===== config.mk =====
export PLATFORM = sky130hd
export DESIGN_NAME = mem_access_stage
export DESIGN_NICKNAME = d
export VERILOG_FILES = /design/src/rtl/mem_access_stage.sv
export SDC_FILE = /design/constraint.sdc
export NUM_CORES = 1
export LEC_CHECK = 0
export BUFFER_PORTS_ARGS = -buffer_cell sky130_fd_sc_hd__buf_2
export CORE_MARGIN = 1
export CORE_UTILIZATION = 30
export CTS_CLUSTER_SIZE = 25
export DETAILED_ROUTE_END_ITERATION = 16
export PLACE_DENSITY = 0.58
export SYNTH_ARGS = -nofsm -noshare
export SYNTH_HDL_FRONTEND = slang
export SYNTH_SLANG_ARGS = --single-unit

===== constraint.sdc =====
create_clock -name clock -period 3.4 [get_ports clock]
set_input_delay 0.34 -clock clock [delete_from_list [all_inputs] [get_ports clock]]
set_output_delay 0.34 -clock clock [all_outputs]
set_load 0.01 [all_outputs]

===== src/rtl/mem_access_stage.sv =====
// MEM stage: drives a req/ack data-memory transaction from the EX/MEM
// controls, stalls upstream while it is in flight and holds the MEM/WB
// register. Flags misaligned accesses and bus timeouts (both sticky).
// Ports:
//   clock, reset (async, active-low)
//   EX/MEM in : memRead, memWrite, memToReg, regWrite, rd, ALUin, writeDataIn
//   bus       : busReq, busWe, busAddr, busWData out; busRData, busAck in
//   status    : stall, alignError, busError
//   MEM/WB out: memToRegRegister, regWriteRegister, readDataRegister,
//               ALURegister, rdRegister
module mem_access_stage #(
    parameter int TIMEOUT_CYCLES = 255,
    parameter int ADDR_W         = 32
) (
    input  logic              clock,
    input  logic              reset,
    input  logic              memRead,
    input  logic              memWrite,
    input  logic              memToReg,
    input  logic              regWrite,
    input  logic [4:0]        rd,
    input  logic [31:0]       ALUin,
    input  logic [31:0]       writeDataIn,
    output logic              busReq,
    output logic              busWe,
    output logic [ADDR_W-1:0] busAddr,
    output logic [31:0]       busWData,
    input  logic [31:0]       busRData,
    input  logic              busAck,
    output logic              stall,
    output logic              alignError,
    output logic              busError,
    output logic              memToRegRegister,
    output logic              regWriteRegister,
    output logic [31:0]       readDataRegister,
    output logic [31:0]       ALURegister,
    output logic [4:0]        rdRegister
);

    typedef enum logic {
        IDLE,
        WAIT_ACK
    } state_t;

    state_t      state;
    state_t      state_nxt;
    logic [15:0] cnt;
    logic        access;
    logic        misaligned;
    logic        timeout;
    logic        mw_rw;
    logic [31:0] mw_rdata;

    assign access     = memRead | memWrite;
    assign misaligned = access & (ALUin[1:0] != 2'b00);
    assign busReq     = (state == WAIT_ACK);

    // Ack has priority over timeout, so timeout requires busAck=0.
    assign timeout = (state == WAIT_ACK) & ~busAck &
                     (cnt == 16'(TIMEOUT_CYCLES - 1));

    always_comb begin
        state_nxt = state;
        stall     = 1'b0;
        mw_rw     = regWrite;
        mw_rdata  = '0;
        case (state)
            IDLE: begin
                if (misaligned) begin
                    mw_rw = 1'b0;
                end else if (access) begin
                    stall     = 1'b1;
                    state_nxt = WAIT_ACK;
                end
            end
            WAIT_ACK: begin
                if (busAck) begin
                    state_nxt = IDLE;
                    if (!memWrite) mw_rdata = busRData;
                end else if (timeout) begin
                    state_nxt = IDLE;
                    mw_rw     = 1'b0;
                end else begin
                    stall = 1'b1;
                end
            end
            default: state_nxt = IDLE;
        endcase
    end

    always_ff @(posedge clock or negedge reset) begin
        if (!reset) begin
            state            <= IDLE;
            cnt              <= '0;
            busWe            <= 1'b0;
            busAddr          <= '0;
            busWData         <= '0;
            alignError       <= 1'b0;
            busError         <= 1'b0;
            memToRegRegister <= 1'b0;
            regWriteRegister <= 1'b0;
            readDataRegister <= '0;
            ALURegister      <= '0;
            rdRegister       <= '0;
        end else begin
            state <= state_nxt;
            if (state == IDLE && state_nxt == WAIT_ACK) begin
                cnt      <= '0;
                busAddr  <= ADDR_W'({ALUin[31:2], 2'b00});
                busWData <= writeDataIn;
                busWe    <= memWrite;
            end else if (state == WAIT_ACK && stall) begin
                cnt <= cnt + 16'd1;
            end
            if (state == IDLE && misaligned) alignError <= 1'b1;
            if (timeout) busError <= 1'b1;
            // A stalled edge loads a bubble so write-back never repeats.
            if (stall) begin
                memToRegRegister <= 1'b0;
                regWriteRegister <= 1'b0;
                readDataRegister <= '0;
                ALURegister      <= '0;
                rdRegister       <= '0;
            end else begin
                memToRegRegister <= memToReg & ~(memRead & memWrite);
                regWriteRegister <= mw_rw;
                readDataRegister <= mw_rdata;
                ALURegister      <= ALUin;
                rdRegister       <= rd;
            end
        end
    end

endmodule


==> summary.txt, run 1 <==
Outcome
  • Outcome: finished with violations
  • Failing checks: design-rule violations

GRT
  • Grt ovf: 0
  • Most crowded layer after global routing: met2
  • Met3 Track Usage GR: 5.64%
  • Initial antenna violation count: 0
  • Vias in the first global route: approximately 4500
  • Met1 Resource Use GR: 18.2%
  • GRT Overall Usage: 15.5%
  • M2 GR Usage: roughly a quarter
  • First-pass GRT wire length: 23200 um
  • Largest net degree at the start of global routing: 83

Logic synthesis
  • Flops & latches, synth: 153
  • Primary FF master, synth: dfrtp_1
  • Post-synth EDFFs: 0
  • Mapped Cells: around 530
  • Syn Area/Cell: roughly 11 sq um
  • Synth Cell Area: ~5600 sq um
  • YS warnings: 0
  • FFs w/ async S/R, synth: between 90% and 100%
  • Synth unique cells: 40
  • Sequential cell area fraction in the yosys report: about 68%

Timing
  • Worst Max-Slew Pin Slew: around 0.8 ns
  • Min Tclk post-route: between 2 and 3 ns
  • Setup violations, final: 0
  • Period utilisation layout: 79.4%
  • RSZ-0062 raised after global routing: false
  • Clock Skews: roughly 0.0073 ns
  • Pins Over Slew Limit: 0
  • TNS Setup: 0 ns
  • Peak Freq: ~0.37 GHz
  • Fin. Hold Viols: 0
  • Worst slew margin: between 40% and 50%

Critical path
  • Cell family with most CP delay: simple AND/OR/NAND/NOR gates
  • Req. time, crit path: between 3 and 4 ns
  • CP Capture Type: output port
  • CP startpoint kind: flop
  • CP peak stage delay: 0.48 ns
  • Levels on crit path: 5
  • Buffers and inverters on the worst path: 2
  • Worst Path Max Fanout: 12
  • CP cell instances: nor4b_1 > nand4_1 > a21oi_4 > inv_1 > buf_2
  • Worst EP arrival: 2.36 ns
  • R2R cell count: 5
  • Kind of critical path: flop to output port
  • Highest-delay cell along the critical path: nor4b_1

Floorplanning
  • Total core area: roughly 18000 sq um
  • Die Wd: between 100 and 150 um
  • Row count: between 40 and 50
  • I/O pins: between 200 and 250
  • Die area: roughly 19000 sq um
  • Starting Density: between 30% and 40%
  • DIE HEIGHT: 139 um

Clock network
  • H-tree depth: 4
  • CTS Root Cell: clkbuf_16
  • Clk_lat worst skew: approximately 0.42 ns
  • TritonCTS Sinks: between 150 and 200
  • Cts bufs inserted: 17
  • Worst-path clk slew: 0.06 ns
  • Clock Tree Buf Depth: 2
  • CTS tree: yes
  • # resized after CTS: 0

Pwr
  • Cell Pwr Density: between 600 and 700 nW/um^2
  • Combinational Power Share: roughly 15%
  • Flop pwr share: between 40% and 50%
  • Clk pwr share: 41.1%
  • Pleak: 4.31 nW
  • Sw Ratio: between 20% and 30%
  • Worst vdd ir: about 0.34 mV
  • Sw power: 1.30 mW
  • Int Power: 3.56 mW
  • Power Total: 4.86 mW

Cells and area
  • Final #Nets: 888
  • Share of layout cells above drive strength 1: 36.7%
  • Final non-filler cell total: ~1000
  • Layout area overhead: 37.7%
  • Commonest non-fill, non-tap cell in the layout: buf_2
  • Commonest cells after routing, fill and taps aside: 244 x buf_2, 202 x nand2_1, 153 x dfrtp_1, 69 x and2_1, 17 x clkbuf_16
  • # diodes: 0
  • Final-layout fill cell count: between 1500 and 2000

Routing
  • Drt initial violations: just over 200
  • Routed len/inst: ~14 um
  • Via-to-Cell Ratio: roughly 4.3
  • Detail Route Antenna Nets: 0
  • Vias: 4373
  • Final WL: 14300 um
  • Pre-Repair DR Iteration Count: 11
  • Drt drc: 9

Placed design
  • I/O Buffers: 245
  • GPL Wtd Cong: 0.796
  • Final HPWL DP: between 10000 and 15000 um
  • Placed insts: approximately 1000

Hold path
  • Worst min path class: primary input to flop
  • Hold Crit Depth: 3

Job
  • # Max-Cap Violations: 0
==> layout make-up <==
class	instances	area [sq um]	share of cell area, %
Sequential cell	153	3830	49.2
Multi-Input combinational cell	345	1710	21.9
Timing Repair Buffer	254	1300	16.7
Clock buffer	20	467	6.00
Tap cell	229	287	3.68
Clock inverter	12	163	2.09
Inverter	7	26.3	0.338
==> kinds of logic (layout without fill, tap and decap cells) <==
kind of cell	count (synthesis)	count (layout)	synth area share, %
flops	153	153	67.8
xor+xnor	4	4	0.620
simple gates	313	313	25.7
other cells	1	2	0.0664
buf+inv	32	293	2.41
fa+ha+maj	2	2	0.443
mux	4	4	0.709
compound gates	20	20	2.24
==> timing repair <==
item	4_1_cts	5_1_grt
buffers inserted	0	0
hold buffers	1	0
hold endpoints to repair	2	0
==> sequential cells by signal (all words and copies together), names as in the netlist <==
name,count
alignError,1
busReq,1
memToRegRegister,1
busWe,1
readDataRegister,32
ALURegister,32
regWriteRegister,1
busError,1
busWData,32
rdRegister,5
busAddr,30
cnt,16
==> power groups by stage <==
| stage | clock [mW] | sequential (mW) | combinational, mW |
|---|---|---|---|
| 2_1_floorplan | 0 | 2.28 | 0.227 |
| 3_3_place_gp | 0 | 2.17 | 0.723 |
| 3_5_place_dp | 0 | 2.17 | 0.735 |
| 4_1_cts | 2.06 | 2.15 | 0.734 |
| 5_1_grt | 2.13 | 2.17 | 0.801 |
| 6_report | 2.00 | 2.15 | 0.715 |
==> Yosys cell counts, types with 2 or more instances <==
| library cell | number | area (sq um) |
|---|---|---|
| nand2_1 | 202 | 758 |
| dfrtp_1 | 153 | 3830 |
| and2_1 | 69 | 432 |
| clkbuf_1 | 21 | 78.8 |
| nor2_1 | 8 | 30.0 |
| inv_1 | 7 | 26.3 |
| a21oi_1 | 6 | 30.0 |
| nand3_1 | 5 | 25.0 |
| nand4_1 | 5 | 31.3 |
| o21ai_0 | 5 | 25.0 |
| mux2i_1 | 4 | 40.0 |
| and3_1 | 3 | 18.8 |
| nor3_1 | 3 | 15.0 |
| nor4_1 | 3 | 18.8 |
| or3_1 | 3 | 18.8 |
| xnor2_1 | 3 | 26.3 |
| and4b_1 | 2 | 20.0 |
| buf_4 | 2 | 15.0 |
| ha_1 | 2 | 25.0 |
| o31ai_1 | 2 | 15.0 |
| or4_1 | 2 | 15.0 |
==> per-stage QoR <==
| stage | utilization [%] | hold WS [ns] | setup slack (ns) | cell area (sq um) |
|---|---|---|---|---|
| 6_report | 42.7 | 0.105 | 0.701 | 7780 |
| 5_1_grt | 42.7 | 0.0882 | 0.409 | 7780 |
| 4_1_cts | 42.7 | 0.0844 | 0.609 | 7780 |
| 3_5_place_dp | 39.2 | 0.449 | 1.07 | 7140 |
| 3_3_place_gp | 39.2 | 0.445 | 1.10 | 7140 |
| 2_1_floorplan | - | 0.0444 | 1.46 | 5650 |
==> worst paths after layout <==
kind	startpoint	endpoint	slack [ns]
worst max-delay path	cnt[8]	stall	0.70
worst min-delay path	writeDataIn[4]	busWData[4]	0.11
worst max register to register	cnt[8]	memToRegRegister	1.15
worst min register to register	alignError	alignError	0.46
max in group asynchronous	reset	alignError	1.98
min in group asynchronous	reset	busWData[18]	0.53
==> per-layer routing <==
layer / vias up / share of wire [%]
met4: 0 / 1.6
met5: - / 0
li1: 2162 / -
met3: 16 / 6.9
met1: 2061 / 42
met2: 134 / 50
==> worst min-delay path, stage by stage <==
cell and delay, ns:
buf_2 0.07, nand2_1 0.04, nand2_1 0.04
(Power assumes the default switching activity.)
==> run 2, diff against run 1 <==
PLACE_DENSITY = 0.6   (was 0.58)
clock period = 2.3 ns   (was 3.4 ns; I/O delays follow)
==> run 2 against run 1 <==
- the flow still finishes with violations (design-rule violations)
- final cell count up 6.3%
- sequential share of layout area fell by 3.7 points
- sequential power is 47% higher
- die area stayed put
- critical path type unchanged
==> summary.txt, run 2 (synthesis gave the netlist of run 1 again) <==
Critical path
  • R2r endpoint: cnt[5]
  • Req. time, crit path: 2.07 ns (-0.99 ns)
  • CP peak stage delay: 0.44 ns (-0.04 ns)
  • Buffers and inverters on the worst path: 3 (+1)
  • R2R cell count: 4 (-1)
  • CP cell instances: inv_1 > ha_1 > and4b_1 > nand4_1 > a21oi_4 > inv_1 > buf_2
  • Worst setup path endpoint: stall
  • Top cell by count, worst path: inv_1
  • Highest-delay cell along the critical path: dfrtp_1
  • CP startpoint kind: flop
  • Worst EP arrival: 1.91 ns (-0.45 ns)
  • Worst r2r src: busReq
  • Worst Path Max Fanout: 6 (-6)
  • Cell family with most CP delay: flip-flops
  • Kind of critical path: flop to output port
  • Crit path from: cnt[0]
  • CP Capture Type: output port
  • R2R setup slack: 0.35 ns (-0.80 ns)
  • Levels on crit path: 7 (+2)

Floorplanning
  • Starting Density: 31.0% (unchanged)
  • Total core area: 18200 sq um (unchanged)
  • Row count: 49 (unchanged)
  • Die area: 19400 sq um (unchanged)
  • DIE HEIGHT: 139 um (unchanged)
  • Die Wd: 139 um (unchanged)
  • I/O pins: 248 (unchanged)

Cells and area
  • Top flop regs: ALURegister (32), busWData (32), readDataRegister (32)
  • Final #Nets: 950 (+7.0%)
  • Commonest cells after routing, fill and taps aside: 244 x buf_2, 202 x nand2_1, 153 x dfrtp_1, 69 x and2_1, 56 x dlygate4sd3_1
  • Share of layout cells above drive strength 1: 34.9% (-1.7 points)
  • Final non-filler cell total: 1084 (+6.3%)
  • Commonest non-fill, non-tap cell in the layout: buf_2
  • Layout area overhead: 49.0%

Routing
  • Routed len/inst: 14.5 um (+3.6%)
  • Final WL: 15800 um (+10%)
  • Detail Route Antenna Nets: 0 (unchanged)
  • Drt drc: 4 (-5)
  • Vias: 4677 (+7.0%)
  • Pre-Repair DR Iteration Count: 12 (+1)
  • Via-to-Cell Ratio: 4.31 (+0.64%)
  • Drt initial violations: 193 (-6.3%)

Clock network
  • CTS Root Cell: clkbuf_16
  • Clk_lat worst skew: 0.42 ns (about the same)
  • H-tree depth: 4 (unchanged)
  • Clock Tree Buf Depth: 2 (unchanged)
  • CTS tree: yes
  • TritonCTS Sinks: 153 (unchanged)
  • Worst-path clk slew: 0.06 ns (about the same)
  • Cts bufs inserted: 17 (unchanged)

Timing
  • Clock Skews: 0.00947 ns (+0.00222 ns)
  • TNS Setup: 0 ns (unchanged)
  • Min Tclk post-route: 2.14 ns
  • Final WS setup: 0.161 ns (-0.539 ns)
  • Peak Freq: 0.468 GHz
  • Period utilisation layout: between 90% and 100%
  • Pins Over Slew Limit: 0 (unchanged)
  • RSZ-0062 raised after global routing: false
  • Setup violations, final: 0 (unchanged)
  • Fin. Hold Viols: 0 (unchanged)

Pwr
  • Power Total: 7.20 mW (+48%)
  • Clk pwr share: 39.6% (-1.5 points)
  • Sw power: 1.95 mW (+50%)
  • Combinational Power Share: 16.3% (+1.6 points)
  • Sw Ratio: 27.0% (+0.34 points)
  • Int Power: 5.26 mW (+48%)
  • Cell Pwr Density: 856 nW/um^2 (+37%)
  • Worst vdd ir: 0.509 mV (+49%)
  • Pleak: 4.58 nW (+6.3%)
  • Flop pwr share: 44.1% (about the same)

GRT
  • First-pass GRT wire length: 25100 um (+8.0%)
  • Grt ovf: 0 (unchanged)
  • Vias in the first global route: 4725 (+5.8%)
  • GRT Overall Usage: 16.7% (+1.2 points)
  • Initial antenna violation count: 2 (+2)
  • Largest net degree at the start of global routing: 49 (-41%)

Job
  • # Max-Cap Violations: 0 (unchanged)

Placed design
  • Placed insts: 993 (+0.61%)
  • GPL Wtd Cong: 0.814 (+2.2%)
  • Place WS: 0.242 ns (-0.826 ns)
  • Final HPWL DP: 10600 um (+5.6%)
  • I/O Buffers: 245 (unchanged)

Hold path
  • HP Start: ALUin[11]
  • Worst min path class: primary input to flop

Outcome
  • Outcome: finished with violations
  • Failing checks: design-rule violations
[run 2: changes by cell type in the layout (fill, tap and decap cells not counted), sizes merged]
cell,before,now
diode,0,2
dlygate4sd3,1,56
clkbuf,20,18
buf,253,260
clkinv,5,6
inv,10,11
[run 2: final cells by class]
cell class              instances  area [sq um]
diodes                          2          5.00
clock buffers                  18           429
clock inverters                14           170
fillers                      1726          9790
inverters                       7          26.3
multi-input cells             345          1730
flip-flops and latches        153          3830
well taps                     229           287
repair buffers                316          1940
[run 2: worst register-to-register path, delay by kind of cell (launching register included)]
family | cells | cell delay (ns)
AND/OR/NAND/NOR | 1 | 0.84
flip-flops | 1 | 0.45
AO/OA/AOI/OAI | 2 | 0.26
buffers and inverters | 1 | 0.27
[run 2: metrics by stage]
stage               hold slack, ns  util, %  area (sq um)
global placement             0.151     39.7          7220
global route              0.000510     46.2          8420
detailed placement           0.156     39.7          7220
finish                      0.0129     46.2          8420
CTS                       0.000485     45.9          8360
floorplan                  -0.0656        -          5650
[run 2: worst min path at each step]
stage                                 to  slack [ns]  cells after the start
floorplan                 ALURegister[0]       -0.07                      0
global placement    readDataRegister[19]        0.15                      1
detailed placement  readDataRegister[19]        0.16                      1
CTS                          busAddr[25]      0.0005                      3
global route        readDataRegister[18]      0.0005                      2
finish                       busAddr[11]        0.01                      3
[run 2: timing repair]
item	CTS	global route
buffers inserted	1	0
hold endpoints to repair	83	4
gates resized for setup	2	1
hold buffers	52	4
endpoints found under the setup margin	1	1
pin swaps	1	0
[run 2: power by group through the flow]
| stage | Sequential (mW) | Clock (mW) | Combinational [mW] |
|---|---|---|---|
| 2_1_floorplan | 3.37 | 0 | 0.336 |
| 5_1_grt | 3.22 | 3.05 | 1.31 |
| 4_1_cts | 3.18 | 2.93 | 1.18 |
| 3_3_place_gp | 3.22 | 0 | 1.09 |
| 6_report | 3.17 | 2.86 | 1.17 |
| 3_5_place_dp | 3.21 | 0 | 1.11 |
[run 2: layer usage]
layer  part of all wire, %  vias up  track usage (%)
met5                     0        -                0
met4                   2.9        0             6.90
met3                   5.3       31             5.57
met2                    51      133             28.1
met1                    41     2226             19.7
li1                      -     2287                -
